**config.mk**
```make
export PLATFORM = sky130hd
export DESIGN_NAME = mem_phase_arbiter_flat
export DESIGN_NICKNAME = d
export VERILOG_FILES = /design/src/rtl/ds_arb_pkg.sv /design/src/rtl/mem_phase_arbiter_if.sv /design/src/rtl/arb_rd_pipe.sv /design/src/rtl/mem_phase_arbiter.sv /design/src/flat_wrapper.sv
export SDC_FILE = /design/constraint.sdc
export NUM_CORES = 1
export LEC_CHECK = 0
export ABC_AREA = 1
export BUFFER_PORTS_ARGS = -buffer_cell sky130_fd_sc_hd__buf_2
export CORE_MARGIN = 4
export CORE_UTILIZATION = 46
export CTS_BUF_LIST = sky130_fd_sc_hd__clkbuf_16
export CTS_CLUSTER_SIZE = 24
export DETAILED_ROUTE_END_ITERATION = 10
export GPL_TIMING_DRIVEN = 1
export PLACE_DENSITY_LB_ADDON = 0.2
export SYNTH_ARGS = -nofsm -noshare
export SYNTH_HDL_FRONTEND = slang
export SYNTH_SLANG_ARGS = --single-unit
```
**constraint.sdc**
```tcl
create_clock -name clk -period 1.8 [get_ports clk]
set_input_delay 0.18 -clock clk [delete_from_list [all_inputs] [get_ports clk]]
set_output_delay 0.18 -clock clk [all_outputs]
set_load 0.01 [all_outputs]
```
**src/rtl/ds_arb_pkg.sv**
```systemverilog
// Phase encodings and status-word constants shared by the RAM arbiter
// and the control FSM's status decode.
package ds_arb_pkg;

  typedef enum logic [1:0] {
    PH_LOAD = 2'b00,
    PH_RUN  = 2'b01,
    PH_DONE = 2'b10
  } phase_e;

  localparam logic [1:0] STATUS_LOAD = 2'b00;
  localparam logic [1:0] STATUS_RUN  = 2'b01;
  localparam logic [1:0] STATUS_DONE = 2'b10;

  function automatic logic [1:0] phase_to_status(input phase_e ph);
    case (ph)
      PH_RUN:  return STATUS_RUN;
      PH_DONE: return STATUS_DONE;
      default: return STATUS_LOAD;
    endcase
  endfunction

endpackage

```
**src/rtl/mem_phase_arbiter_if.sv**
```systemverilog
// Single-beat RAM access port (req/gnt with registered read return);
// one instance each for the host loader and the core.
interface mem_phase_arbiter_if #(
  parameter int ADDR_W = 16,
  parameter int DATA_W = 8
);
  logic              req;
  logic              we;
  logic [ADDR_W-1:0] addr;
  logic [DATA_W-1:0] wdata;
  logic              gnt;
  logic              rvalid;
  logic [DATA_W-1:0] rdata;

  modport master (output req, we, addr, wdata, input gnt, rvalid, rdata);
  modport slave  (input req, we, addr, wdata, output gnt, rvalid, rdata);
endinterface

```
**src/rtl/arb_rd_pipe.sv**
```systemverilog
// Tracks outstanding reads: a valid/owner-tag shift register that captures
// RAM data RD_LAT clocks after issue and routes rvalid/rdata back to the issuer.
module arb_rd_pipe #(
  parameter int RD_LAT = 2,
  parameter int DATA_W = 8
) (
  input  logic              clk,
  input  logic              rst_n,
  input  logic              i_issue,
  input  logic              i_tag_core,
  input  logic [DATA_W-1:0] i_mem_rdata,
  output logic              o_busy,
  output logic              o_host_rvalid,
  output logic              o_core_rvalid,
  output logic [DATA_W-1:0] o_host_rdata,
  output logic [DATA_W-1:0] o_core_rdata
);

  logic [RD_LAT:0]   r_vld;
  logic [RD_LAT:0]   r_tag;
  logic              r_host_rvalid;
  logic              r_core_rvalid;
  logic [DATA_W-1:0] r_host_rdata;
  logic [DATA_W-1:0] r_core_rdata;
  logic              w_land_host;
  logic              w_land_core;

  // Last stage is the cycle in which the RAM presents the read data.
  assign w_land_host = r_vld[RD_LAT] & ~r_tag[RD_LAT];
  assign w_land_core = r_vld[RD_LAT] &  r_tag[RD_LAT];

  always_ff @(posedge clk or negedge rst_n) begin
    if (!rst_n) begin
      r_vld         <= '0;
      r_tag         <= '0;
      r_host_rvalid <= 1'b0;
      r_core_rvalid <= 1'b0;
      r_host_rdata  <= '0;
      r_core_rdata  <= '0;
    end else begin
      r_vld         <= {r_vld[RD_LAT-1:0], i_issue};
      r_tag         <= {r_tag[RD_LAT-1:0], i_tag_core};
      r_host_rvalid <= w_land_host;
      r_core_rvalid <= w_land_core;
      if (w_land_host) r_host_rdata <= i_mem_rdata;
      if (w_land_core) r_core_rdata <= i_mem_rdata;
    end
  end

  assign o_busy        = (|r_vld) | r_host_rvalid | r_core_rvalid;
  assign o_host_rvalid = r_host_rvalid;
  assign o_core_rvalid = r_core_rvalid;
  assign o_host_rdata  = r_host_rdata;
  assign o_core_rdata  = r_core_rdata;

endmodule

```
**src/rtl/mem_phase_arbiter.sv**
```systemverilog
// Time-shares the single RAM port between host loader and core, and sequences LOAD/RUN/DONE.
//   state   | meaning
//   PH_LOAD | host owns RAM, waiting for host_start
//   PH_RUN  | core owns RAM, run_cycles counting, waiting for core_end
//   PH_DONE | host owns RAM, results readable, host_start reruns / host_clear reloads
module mem_phase_arbiter
  import ds_arb_pkg::*;
#(
  parameter int ADDR_W = 16,
  parameter int DATA_W = 8,
  parameter int RD_LAT = 2,
  parameter int CNT_W  = 32
) (
  input  logic                clk,
  input  logic                rst_n,
  input  logic                i_host_start,
  input  logic                i_host_clear,
  input  logic                i_core_end,
  mem_phase_arbiter_if.slave  host,
  mem_phase_arbiter_if.slave  core,
  output logic                o_host_stall,
  output logic                o_mem_en,
  output logic                o_mem_we,
  output logic [ADDR_W-1:0]   o_mem_addr,
  output logic [DATA_W-1:0]   o_mem_wdata,
  input  logic [DATA_W-1:0]   i_mem_rdata,
  output logic [1:0]          o_status,
  output logic [CNT_W-1:0]    o_run_cycles
);

  phase_e            r_phase, w_phase_nxt;
  phase_e            r_pend_tgt, w_evt_tgt, w_tgt;
  logic              r_pend, w_evt, w_trans, w_take;
  logic              r_host_gnt, r_core_gnt;
  logic              r_mem_en, r_mem_we;
  logic [ADDR_W-1:0] r_mem_addr;
  logic [DATA_W-1:0] r_mem_wdata;
  logic [CNT_W-1:0]  r_run_cycles;
  logic              w_core_owns, w_busy, w_pipe_busy, w_grant;
  logic              w_own_req, w_own_we;
  logic [ADDR_W-1:0] w_own_addr;
  logic [DATA_W-1:0] w_own_wdata;
  logic              w_host_rvalid, w_core_rvalid;
  logic [DATA_W-1:0] w_host_rdata, w_core_rdata;

  always_comb begin
    w_evt     = 1'b0;
    w_evt_tgt = r_phase;
    case (r_phase)
      PH_LOAD: if (i_host_start) begin w_evt = 1'b1; w_evt_tgt = PH_RUN; end
      PH_DONE: begin
        if (i_host_start)      begin w_evt = 1'b1; w_evt_tgt = PH_RUN;  end
        else if (i_host_clear) begin w_evt = 1'b1; w_evt_tgt = PH_LOAD; end
      end
      PH_RUN:  if (i_core_end) begin w_evt = 1'b1; w_evt_tgt = PH_DONE; end
      default: ;
    endcase
  end

  // A latched transition takes precedence over any newer request.
  assign w_trans = r_pend | w_evt;
  assign w_tgt   = r_pend ? r_pend_tgt : w_evt_tgt;
  assign w_busy  = r_host_gnt | r_core_gnt | w_pipe_busy;
  assign w_take  = w_trans & ~w_busy;

  always_ff @(posedge clk or negedge rst_n) begin
    if (!rst_n) r_phase <= PH_LOAD;
    else        r_phase <= w_phase_nxt;
  end

  always_comb begin
    w_phase_nxt = r_phase;
    if (w_take) w_phase_nxt = w_tgt;
  end

  always_comb begin
    o_status     = phase_to_status(r_phase);
    w_core_owns  = (r_phase == PH_RUN);
    o_host_stall = host.req & w_core_owns;
  end

  always_ff @(posedge clk or negedge rst_n) begin
    if (!rst_n) begin
      r_pend     <= 1'b0;
      r_pend_tgt <= PH_LOAD;
    end else if (w_take) begin
      r_pend     <= 1'b0;
    end else if (w_evt && !r_pend) begin
      r_pend     <= 1'b1;
      r_pend_tgt <= w_evt_tgt;
    end
  end

  assign w_own_req   = w_core_owns ? core.req   : host.req;
  assign w_own_we    = w_core_owns ? core.we    : host.we;
  assign w_own_addr  = w_core_owns ? core.addr  : host.addr;
  assign w_own_wdata = w_core_owns ? core.wdata : host.wdata;
  assign w_grant     = w_own_req & ~w_busy & ~w_trans;

  always_ff @(posedge clk or negedge rst_n) begin
    if (!rst_n) begin
      r_host_gnt  <= 1'b0;
      r_core_gnt  <= 1'b0;
      r_mem_en    <= 1'b0;
      r_mem_we    <= 1'b0;
      r_mem_addr  <= '0;
      r_mem_wdata <= '0;
    end else begin
      r_host_gnt  <= w_grant & ~w_core_owns;
      r_core_gnt  <= w_grant &  w_core_owns;
      r_mem_en    <= w_grant;
      r_mem_we    <= w_grant & w_own_we;
      r_mem_addr  <= w_grant ? w_own_addr  : '0;
      r_mem_wdata <= w_grant ? w_own_wdata : '0;
    end
  end

  always_ff @(posedge clk or negedge rst_n) begin
    if (!rst_n) begin
      r_run_cycles <= '0;
    end else if (w_take && w_tgt == PH_RUN) begin
      r_run_cycles <= '0;
    end else if (r_phase == PH_RUN && !(&r_run_cycles)) begin
      r_run_cycles <= r_run_cycles + CNT_W'(1);
    end
  end

  arb_rd_pipe #(.RD_LAT(RD_LAT), .DATA_W(DATA_W)) u_rd_pipe (
    .clk           (clk),
    .rst_n         (rst_n),
    .i_issue       (w_grant & ~w_own_we),
    .i_tag_core    (w_core_owns),
    .i_mem_rdata   (i_mem_rdata),
    .o_busy        (w_pipe_busy),
    .o_host_rvalid (w_host_rvalid),
    .o_core_rvalid (w_core_rvalid),
    .o_host_rdata  (w_host_rdata),
    .o_core_rdata  (w_core_rdata)
  );

  assign host.gnt     = r_host_gnt;
  assign host.rvalid  = w_host_rvalid;
  assign host.rdata   = w_host_rdata;
  assign core.gnt     = r_core_gnt;
  assign core.rvalid  = w_core_rvalid;
  assign core.rdata   = w_core_rdata;
  assign o_mem_en     = r_mem_en;
  assign o_mem_we     = r_mem_we;
  assign o_mem_addr   = r_mem_addr;
  assign o_mem_wdata  = r_mem_wdata;
  assign o_run_cycles = r_run_cycles;

endmodule

```
**src/flat_wrapper.sv**
```systemverilog
// flat-port wrapper written by rule: the top's interface ports become plain ports
module mem_phase_arbiter_flat import ds_arb_pkg::*;
#(
  parameter int ADDR_W = 16,
  parameter int DATA_W = 8,
  parameter int RD_LAT = 2,
  parameter int CNT_W  = 32
)
  (clk, rst_n, i_host_start, i_host_clear, i_core_end, o_host_stall, o_mem_en, o_mem_we, o_mem_addr, o_mem_wdata, i_mem_rdata, o_status, o_run_cycles, host_req, host_we, host_addr, host_wdata, host_gnt, host_rvalid, host_rdata, core_req, core_we, core_addr, core_wdata, core_gnt, core_rvalid, core_rdata);
  mem_phase_arbiter_if #(.ADDR_W(ADDR_W), .DATA_W(DATA_W)) host_i ();
  mem_phase_arbiter_if #(.ADDR_W(ADDR_W), .DATA_W(DATA_W)) core_i ();
  input  logic clk;
  input  logic rst_n;
  input  logic i_host_start;
  input  logic i_host_clear;
  input  logic i_core_end;
  output logic o_host_stall;
  output logic o_mem_en;
  output logic o_mem_we;
  output logic [ADDR_W-1:0] o_mem_addr;
  output logic [DATA_W-1:0] o_mem_wdata;
  input  logic [DATA_W-1:0] i_mem_rdata;
  output logic [1:0] o_status;
  output logic [CNT_W-1:0] o_run_cycles;
  input wire logic [$bits(host_i.req)-1:0] host_req;
  input wire logic [$bits(host_i.we)-1:0] host_we;
  input wire logic [$bits(host_i.addr)-1:0] host_addr;
  input wire logic [$bits(host_i.wdata)-1:0] host_wdata;
  output wire logic [$bits(host_i.gnt)-1:0] host_gnt;
  output wire logic [$bits(host_i.rvalid)-1:0] host_rvalid;
  output wire logic [$bits(host_i.rdata)-1:0] host_rdata;
  input wire logic [$bits(core_i.req)-1:0] core_req;
  input wire logic [$bits(core_i.we)-1:0] core_we;
  input wire logic [$bits(core_i.addr)-1:0] core_addr;
  input wire logic [$bits(core_i.wdata)-1:0] core_wdata;
  output wire logic [$bits(core_i.gnt)-1:0] core_gnt;
  output wire logic [$bits(core_i.rvalid)-1:0] core_rvalid;
  output wire logic [$bits(core_i.rdata)-1:0] core_rdata;
  assign host_i.req = host_req;
  assign host_i.we = host_we;
  assign host_i.addr = host_addr;
  assign host_i.wdata = host_wdata;
  assign host_gnt = host_i.gnt;
  assign host_rvalid = host_i.rvalid;
  assign host_rdata = host_i.rdata;
  assign core_i.req = core_req;
  assign core_i.we = core_we;
  assign core_i.addr = core_addr;
  assign core_i.wdata = core_wdata;
  assign core_gnt = core_i.gnt;
  assign core_rvalid = core_i.rvalid;
  assign core_rdata = core_i.rdata;
  mem_phase_arbiter #(.ADDR_W(ADDR_W), .DATA_W(DATA_W), .RD_LAT(RD_LAT), .CNT_W(CNT_W)) u_core (.clk(clk), .rst_n(rst_n), .i_host_start(i_host_start), .i_host_clear(i_host_clear), .i_core_end(i_core_end), .host(host_i), .core(core_i), .o_host_stall(o_host_stall), .o_mem_en(o_mem_en), .o_mem_we(o_mem_we), .o_mem_addr(o_mem_addr), .o_mem_wdata(o_mem_wdata), .i_mem_rdata(i_mem_rdata), .o_status(o_status), .o_run_cycles(o_run_cycles));
endmodule
```
==> key figures <==
Global route
  • GRT Resource Usage Total: 0.231
  • Gr ovfl total: 0
  • Vias in the first global route: 4573
  • Initial antenna violation count: 0
  • First-pass GRT wire length: approximately 21000 microns
  • Pin count of the biggest net entering global routing: 40

Worst hold path
  • Hold Crit Class: in2reg

Finish
  • Finished Layout Cells: 949
  • Final Util: 0.616
  • Fill cell count: 913
  • Antenna cell count: 0
  • Layout net count: 877
  • Layout cells sized above 1: 0.275
  • Area delta synth->final: 30.8%

Yosys
  • Post-synth EDFFs: 0
  • Most common cell in the netlist: nand2_1
  • Syn Nets: between 700 and 800
  • Async set or reset register ratio after synthesis: 1.00
  • Ys flop type: dfrtp_1
  • Synthesized instance count: 635
  • Register area share after synthesis: 0.484
  • Synth Warn #: 0
  • Yosys reg bits: approximately 90
  • Most common library cells after synthesis: 268 x nand2_1, 89 x dfrtp_1, 85 x nor2_1, 58 x nand3_1, 48 x inv_1
  • Post-Synthesis Cell Area: roughly 4600 sq um
  • Post-synth cell types: 27
  • Leading area contributor after synthesis: dfrtp_1
  • Yosys top cell area share: 0.484
  • Synth Area per Inst: a little over 7 sq um
  • Synth area leaders: dfrtp_1 48%, nand2_1 22%, nor2_1 6.9%, nand3_1 6.3%, inv_1 3.9%

Timing
  • Crit path time final: 1730 ps
  • Worst relative slew slack: 0.643
  • Worst Clk Skew: 7.28 ps
  • Final setup viols: 0
  • Achievable frequency: slightly below 600 MHz
  • Tightest Pin Transition: 535 ps
  • Final worst slack: 71.8 ps
  • Fin crit share: 0.960
  • Final Hold Vio Count: 0
  • Final Max Tran Viols: 0
  • Setup TNS: 0 ps

Clocking
  • CTS tree: yes
  • Num CTS Buffers: 9
  • Root Buffer: clkbuf_16
  • Worst skew pair latency: 340 ps
  • CTS clk-pin slew, worst paths: roughly 60 ps
  • CTS Sinks: 89
  • H-tree levels: 3
  • Longest Clk Path Bufs: 2

Worst setup path
  • Worst-path fanout max: 13
  • Largest stage delay, worst path: around 400 ps
  • WS Path Type: reg2reg
  • CP Cell Sequence: ha_1 > inv_1 > nor2_2 > nand2_2 > nor2_4 > nand2_2 > nand2_4 > buf_8 > nand2_1 > a21oi_1
  • Crit path launch type: flip-flop
  • Critical path required time: 2060 ps
  • Most used cell, CP: nand2_2
  • Crit-path slowest cell: dfrtp_1
  • Critical Path AT: 1990 ps
  • Worst setup EP type: flip-flop

Status
  • Status: finished clean

Placement
  • Buffers added on ports: 145
  • Pre-CTS WS: -24.6 ps
  • Post-DP HPWL: 9960 microns
  • RePlAce Congestion: between 0.9 and 1
  • Placed Instances: 929

Die
  • Die ar.: 11700 sq um
  • Row cnt: 36
  • Initial Utilization: 0.471
  • Core box area: ~9800 sq um
  • Die W: 108 microns
  • Chip height: ~110 microns
  • I/O pins: about 150

Run
  • Max_cap viols: 0

Routing
  • Via count: 4625
  • First-pass DRT Iterations: 5
  • Wirelength per Cell: 13.9 microns
  • WL final: 13200 microns
  • DRT antenna net count: 0
  • Remaining DRCs: 0
  • DR iter-0 viols: 246
  • Mean number of vias per cell: between 4 and 5

Power
  • Sequential power share: 0.485
  • P_sw: 1.24 mW
  • Sw Share: 0.270
  • Static Leak: between 3 and 4 nW
  • Worst vdd ir: 0.000541 V
  • Clk pwr share: 0.388
  • Combinational share of power: 0.127
  • Total power: 4.57 mW
  • Int Pwr: about 3.3 mW
  • Pwr dens: 759 nW/um^2
per-layer routing:
layer | track usage | part of all wire
met1 | 0.281 | 0.40
met4 | 0.0685 | 0.016
met2 | 0.395 | 0.48
met5 | 0 | 0
met3 | 0.0699 | 0.11
cell type report:
type	instances	area, sq um	share of cell area
clock buffers	9	225	0.0374
clock inverters	7	51.3	0.00852
inverters	55	216	0.0359
multi-input cells	474	2090	0.348
flip-flops and latches	89	2230	0.370
well taps	133	166	0.0276
repair buffers	181	1040	0.172
repair inverters	1	5.00	0.000831
final timing paths:
kind / from / to / slack, ps / depth (start not counted)
worst max register to register: u_core.o_run_cycles[1] / u_core.o_run_cycles[1] / 70 / 10
worst max-delay path: u_core.o_run_cycles[1] / u_core.o_run_cycles[1] / 70 / 10
worst min register to register: u_core.u_rd_pipe.r_tag[1] / u_core.u_rd_pipe.r_tag[2] / 350 / 0
worst min-delay path: host_wdata[5] / u_core.o_mem_wdata[5] / 30 / 3
min in group asynchronous: rst_n / u_core.u_rd_pipe.o_core_rdata[0] / 350 / 2
max in group asynchronous: rst_n / u_core.core.gnt / 890 / 3
per-stage QoR:
stage | hold slack, ps | cell area (sq um)
finish | 29.6 | 6020
global route | 27.4 | 6020
CTS | 23.8 | 5950
detailed placement | 193 | 5660
global placement | 187 | 5660
floorplan | -116 | 4600
kinds of logic (layout without fill, tap and decap cells):
group,after synthesis,count (layout),share of synthesized area
and+or+nand+nor,432,432,0.387
AOI/OAI and AO/OA,27,27,0.0299
adders and majority gates,1,1,0.00272
DFF,89,89,0.484
muxes,1,1,0.00217
xor gates and xnor gates,13,13,0.0247
buffers and inverters,72,253,0.0696
critical path: cells and delay by family (launching register included):
family / cells / cell delay (ps)
DFF: 1 / 400
adders and majority gates: 1 / 200
and+or+nand+nor: 6 / 690
buffers and inverters: 2 / 210
AOI/OAI and AO/OA: 1 / 160
power by group through the flow:
stage	Combinational [mW]	Clock (mW)	Sequential [mW]
final	0.580	1.77	2.22
after global routing	0.660	1.90	2.24
after CTS	0.582	1.81	2.22
after detailed placement	0.575	0	2.26
after global placement	0.559	0	2.25
after floorplan	0.178	0	2.34
cells in the final DEF, fill, tap and decap left out, types with 3 or more instances in the layout:
master / Yosys / routed
buf_4: 5 / 32
nand3_1: 58 / 56
nand4_1: 3 / 3
inv_1: 48 / 49
inv_6: 0 / 4
nor2_1: 85 / 80
clkinv_4: 0 / 3
o21ai_1: 3 / 3
buf_2: 7 / 144
nor2_2: 4 / 8
inv_2: 7 / 5
nand3_2: 1 / 3
a21oi_1: 4 / 4
nand3b_1: 3 / 3
dfrtp_1: 89 / 88
xnor2_1: 6 / 6
nand2_1: 268 / 268
clkbuf_16: 0 / 9
xor2_1: 7 / 7
nor2_4: 3 / 4
o21ai_0: 19 / 19
timing repair:
action / 4_1_cts / 5_1_grt
setup endpoints to repair: 24 / 49
cloned: 0 / 1
buffers inserted: 0 / 2
hold buffers: 1 / 0
hold endpoints to repair: 35 / 0
gates resized for setup: 2 / 17
registers in the layout, indices dropped and copies added, names as in the netlist:
signal and count:
u_core.u_rd_pipe.r_tag 3, u_core.o_mem_we 1, u_core.r_phase 2, u_core.u_rd_pipe.o_core_rdata 8
u_core.core.gnt 1, u_core.o_mem_addr 16, u_core.o_mem_wdata 8, u_core.r_pend 1
u_core.o_mem_en 1, u_core.r_pend_tgt 2, u_core.u_rd_pipe.o_core_rvalid 1, u_core.u_rd_pipe.o_host_rvalid 1
u_core.o_run_cycles 32, u_core.host.gnt 1, u_core.u_rd_pipe.r_vld 3, u_core.u_rd_pipe.o_host_rdata 8
Power figures use the tool's default switching activity.
